**config.mk**
```make
export PLATFORM = sky130hd
export DESIGN_NAME = counter_0to19_ctrl
export DESIGN_NICKNAME = d
export VERILOG_FILES = /design/src/rtl/counter_pkg.sv /design/src/rtl/rise_detect.sv /design/src/rtl/counter_0to19_ctrl.sv
export SDC_FILE = /design/constraint.sdc
export NUM_CORES = 1
export LEC_CHECK = 0
export CAP_MARGIN = 40
export CORE_ASPECT_RATIO = 1.2
export CORE_MARGIN = 1.5
export CORE_UTILIZATION = 50
export DETAILED_ROUTE_END_ITERATION = 6
export PLACE_DENSITY = 0.81
export SYNTH_ARGS = -nofsm -noshare
export SYNTH_HDL_FRONTEND = slang
export SYNTH_SLANG_ARGS = --single-unit
```
**constraint.sdc**
```tcl
create_clock -name clk -period 5.45 [get_ports clk]
set_input_delay 0.8175 -clock clk [delete_from_list [all_inputs] [get_ports clk]]
set_output_delay 0.8175 -clock clk [all_outputs]
set_load 0.02 [all_outputs]
```
**src/rtl/counter_pkg.sv**
```systemverilog
// Shared definitions for the 0..19 stopwatch counter: FSM state encoding
// and the default wrap point.
package counter_pkg;

  typedef enum logic [1:0] {
    IDLE  = 2'd0,
    RUN   = 2'd1,
    PAUSE = 2'd2
  } state_e;

  localparam int unsigned MAX_COUNT_DEFAULT = 19;

endpackage

```
**src/rtl/rise_detect.sv**
```systemverilog
// Turns a debounced button level into a single-cycle press pulse.
// The pulse is combinational so it fires on the edge where the level is first sampled high.
module rise_detect (
  input  logic clk,
  input  logic rst,
  input  logic level_i,
  output logic pulse_o
);

  logic level_q;

  always_ff @(posedge clk) begin
    if (rst) level_q <= 1'b0;
    else     level_q <= level_i;
  end

  assign pulse_o = level_i & ~level_q;

endmodule

```
**src/rtl/counter_0to19_ctrl.sv**
```systemverilog
// Start/pause/clear controlled BCD counter that steps once every TICK_DIV
// clocks and wraps from MAX_COUNT back to 00.
module counter_0to19_ctrl
  import counter_pkg::*;
#(
  parameter int unsigned TICK_DIV  = 100,
  parameter int unsigned MAX_COUNT = MAX_COUNT_DEFAULT
) (
  input  logic       clk,
  input  logic       rst,
  input  logic       btn_start,
  input  logic       btn_clear,
  output logic [3:0] tens,
  output logic [3:0] ones,
  output logic       running,
  output logic       wrap_pulse
);

  localparam logic [7:0] DIV_LAST = 8'(TICK_DIV - 1);
  localparam logic [3:0] MAX_TENS = 4'(MAX_COUNT / 10);
  localparam logic [3:0] MAX_ONES = 4'(MAX_COUNT % 10);

  state_e     state_q, state_d;
  logic [7:0] div_q, div_d;
  logic [3:0] tens_q, tens_d;
  logic [3:0] ones_q, ones_d;
  logic       running_q, running_d;
  logic       wrap_q, wrap_d;
  logic       start_ev, clear_ev;
  logic       tick;

  rise_detect u_start_rise (
    .clk     (clk),
    .rst     (rst),
    .level_i (btn_start),
    .pulse_o (start_ev)
  );

  rise_detect u_clear_rise (
    .clk     (clk),
    .rst     (rst),
    .level_i (btn_clear),
    .pulse_o (clear_ev)
  );

  always_ff @(posedge clk) begin
    if (rst) begin
      state_q   <= IDLE;
      div_q     <= 8'd0;
      tens_q    <= 4'd0;
      ones_q    <= 4'd0;
      running_q <= 1'b0;
      wrap_q    <= 1'b0;
    end else begin
      state_q   <= state_d;
      div_q     <= div_d;
      tens_q    <= tens_d;
      ones_q    <= ones_d;
      running_q <= running_d;
      wrap_q    <= wrap_d;
    end
  end

  assign tick = (div_q == DIV_LAST);

  always_comb begin
    state_d = state_q;
    div_d   = div_q;
    tens_d  = tens_q;
    ones_d  = ones_q;
    wrap_d  = 1'b0;

    if (clear_ev) begin
      state_d = IDLE;
      div_d   = 8'd0;
      tens_d  = 4'd0;
      ones_d  = 4'd0;
    end else begin
      unique case (state_q)
        IDLE: begin
          if (start_ev) begin
            state_d = RUN;
            div_d   = 8'd0;
          end
        end
        RUN: begin
          // A pause press freezes the divider unless it lands on the terminal count.
          if (tick) begin
            div_d = 8'd0;
            if (tens_q == MAX_TENS && ones_q == MAX_ONES) begin
              tens_d = 4'd0;
              ones_d = 4'd0;
              wrap_d = 1'b1;
            end else if (ones_q == 4'd9) begin
              ones_d = 4'd0;
              tens_d = tens_q + 4'd1;
            end else begin
              ones_d = ones_q + 4'd1;
            end
          end else if (!start_ev) begin
            div_d = div_q + 8'd1;
          end
          if (start_ev) state_d = PAUSE;
        end
        PAUSE: begin
          if (start_ev) state_d = RUN;
        end
        default: state_d = IDLE;
      endcase
    end

    running_d = (state_d == RUN);
  end

  assign tens       = tens_q;
  assign ones       = ones_q;
  assign running    = running_q;
  assign wrap_pulse = wrap_q;

endmodule
```
==> key figures <==
Run status
  • Status: completed

Logic synthesis
  • Mapped Area: 1100 µm²
  • #FFs+latches synth: 22
  • Cells after Synth: 120
  • Sequential-to-total area share from yosys stat: about two fifths
  • Syn_area_per_cell: ~9.2 µm²
  • Library cells used by synthesis: 35
  • Most area-consuming cells after synthesis: dfxtp_1 (40%), a21oi_1 (5.9%), ha_1 (5.7%), or4_1 (4.8%), o31ai_1 (4.1%)
  • Total of warnings raised by yosys: 0
  • Synthesized Nets: roughly 130
  • Top cell type's share of synthesized area: about 40%
  • Synth area leader: dfxtp_1

CTS
  • # hold bufs at CTS: 0
  • Skew-Pair Late Insertion Delay: just over 300 ps
  • Clock transition at the registers of the reported paths: between 100 and 150 ps
  • # H-tree levels: 1
  • CTS Buf Count: 3
  • Postcts setup bufs: 0
  • CTS resizes: 0
  • Sink Count: 22
  • CTS tree: built
  • CTS max path bufs: 2
  • Clock Tree Root: clkbuf_4

Detailed routing
  • DR iter-0 viols: 18
  • Final ANT Viol Nets: 0
  • Vias/cell: roughly 5.7
  • Per-cell routed wire length: approximately 13 µm
  • Total vias in the final route: a little over 900
  • Final wirelength: 2100 µm
  • DR pass1 iterations: 4
  • # DRC: 0

STA
  • Crit share post-route: 42.9%
  • Final hold slack: a little under 500 ps
  • Unrepaired setup endpoints after global routing: no
  • Tmin final: 2340 ps
  • Max-slew headroom: between 50% and 60%
  • TNS Setup: 0 ps
  • Final Skew: 5.24 ps
  • Final hold viol count: 0
  • Final setup margin: just over 3000 ps
  • Fmax: about 430 MHz
  • Slew @ Worst Pin: 602 ps
  • Max-slew violation count: 0
  • Count of final setup violators: 0

Place
  • Pre-CTS setup slack: ~2800 ps
  • Placed insts: roughly 160
  • Hpwl dp: between 1500 and 2000 µm
  • Port bufs: 13
  • GP Congestion: roughly 0.84

Pwr
  • LEAKAGE: between 0.0004 and 0.0005 µW
  • Design Power: roughly 280 µW
  • Worst VDD drop: between 0.00015 and 0.0002 V
  • Pwr dens: 215 nW/µm²

Layout
  • Layout overhead on the synthesized area: 16.0%
  • Ant diodes: 0
  • Fill cells: 180
  • Fin nets: about 140
  • Layout cells sized above 1: under 10%
  • Post-route non-filler standard cell count: roughly 160
  • Most frequent cells in the layout: dfxtp_1 (22), a21oi_1 (13), clkdlybuf4s50_1 (13)
  • Most common cell after layout, fill and taps aside: dfxtp_1

Run
  • Max-cap violations: 0

GRT
  • First-pass GRT wire length: around 3700 µm
  • Pin count of the biggest net entering global routing: 16
  • Antenna violations before repair: 0
  • Number of global-route vias before repair: between 800 and 900
  • Total gr overflow: 0
  • GR Util All Layers: about a fifth

Die
  • Core Rows: 18
  • Die Height: 54.5 µm
  • Floorplan core area: approximately 2100 µm²
  • Die ar.: ~2500 µm²
  • Die Span X: 45.9 µm
  • Initial Util: a little over half
  • IO Pins: 14

Hold path
  • Min-Delay Path Class: reg -> reg

Critical path
  • Req. time, crit path: about 5700 ps
  • Cell Chain, Critical Path: clkdlybuf4s50_1 > nand2b_1 > a21o_1 > or4_1 > a21oi_1
  • Critical Path Fanout Max: 15
  • Nature of the critical path endpoint: flop
  • Slowest cell on crit path: or4_1
  • Slowest stage delay, CP: 550 ps
  • Startpoint Class: primary input
  • Setup CP Type: in -> reg
  • Worst path arrival time: ~2600 ps
  • Register-to-register setup slack: roughly 3400 ps
[cells in the mapped netlist]
master and number:
o21bai_1 1, dfxtp_1 22, xnor2_1 1, or3_1 3, and4_1 1, a211oi_4 1
nand2_1 4, and3b_1 1, o31ai_1 6, nor3b_1 3, and3_1 2, a211oi_1 1
a21oi_1 13, nor2_1 7, and4bb_2 1, and3_2 1, nand3_1 3, nor3b_4 1
nand2b_1 2, inv_1 6, or4_1 7, a21o_1 2, nor2b_1 4, and2_1 1
nand4_1 6, buf_6 1, a32oi_1 1, ha_1 5, nand4_4 1, o21ai_0 3
or3_2 1, a31oi_1 2, xor2_1 2, buf_2 1, clkbuf_1 3
[stage by stage]
step                utilization, %  cell area, µm²
floorplan                        -            1100
global placement              60.1            1240
detailed placement            60.1            1240
CTS                           61.8            1280
global route                  61.8            1280
finish                        61.8            1280
[final cells by class]
class                   instances  area, µm²  share of cell area (%)
flip-flops and latches         22        440                    34.4
well taps                      30       37.5                    2.93
clock buffers                   4       36.3                    2.83
repair buffers                 13        130                    10.2
inverters                       6       22.5                    1.76
multi-input cells              87        614                    47.9
[kinds of logic (layout without fill, tap and decap cells)]
group | after synthesis | in the layout | share of synthesized area, %
AO/OA/AOI/OAI | 30 | 30 | 17.8
AND/OR/NAND/NOR | 49 | 49 | 29.8
flip-flops | 22 | 22 | 39.9
adder cells (fa/ha/maj) | 5 | 5 | 5.66
XOR/XNOR | 3 | 3 | 2.38
buffers and inverters | 11 | 23 | 4.53
[state kept, by name, summed over array words and instances (netlist names)]
name                  count
wrap_pulse                1
state_q                   2
ones                      4
div_q                     8
running                   1
u_clear_rise.level_q      1
tens                      4
u_start_rise.level_q      1
[layer usage]
| layer | GRT usage, % | up-vias | part of all wire [%] |
|---|---|---|---|
| met2 | 34.7 | 14 | 50 |
| li1 | - | 468 | - |
| met3 | 4.95 | 2 | 2.8 |
| met4 | 5.71 | 0 | 1.2 |
| met1 | 24.4 | 444 | 46 |
| met5 | 0 | - | 0 |
[worst paths after layout]
check	start	to	depth (start not counted)
worst min register to register	div_q[7]	div_q[7]	2
worst max register to register	div_q[1]	tens[2]	5
worst min-delay path	div_q[7]	div_q[7]	2
worst max-delay path	btn_start	div_q[5]	5
[where the power goes]
part	switching, µW	internal [µW]
registers	1.80	163
logic	12.6	7.36
clock network	50.0	40.9
[worst max-delay path, delay by kind of cell]
family | cells | cell delay, ps
buffers and inverters | 1 | 530
AND/OR/NAND/NOR | 2 | 720
AO/OA/AOI/OAI | 2 | 510
(Power assumes the default switching activity.)
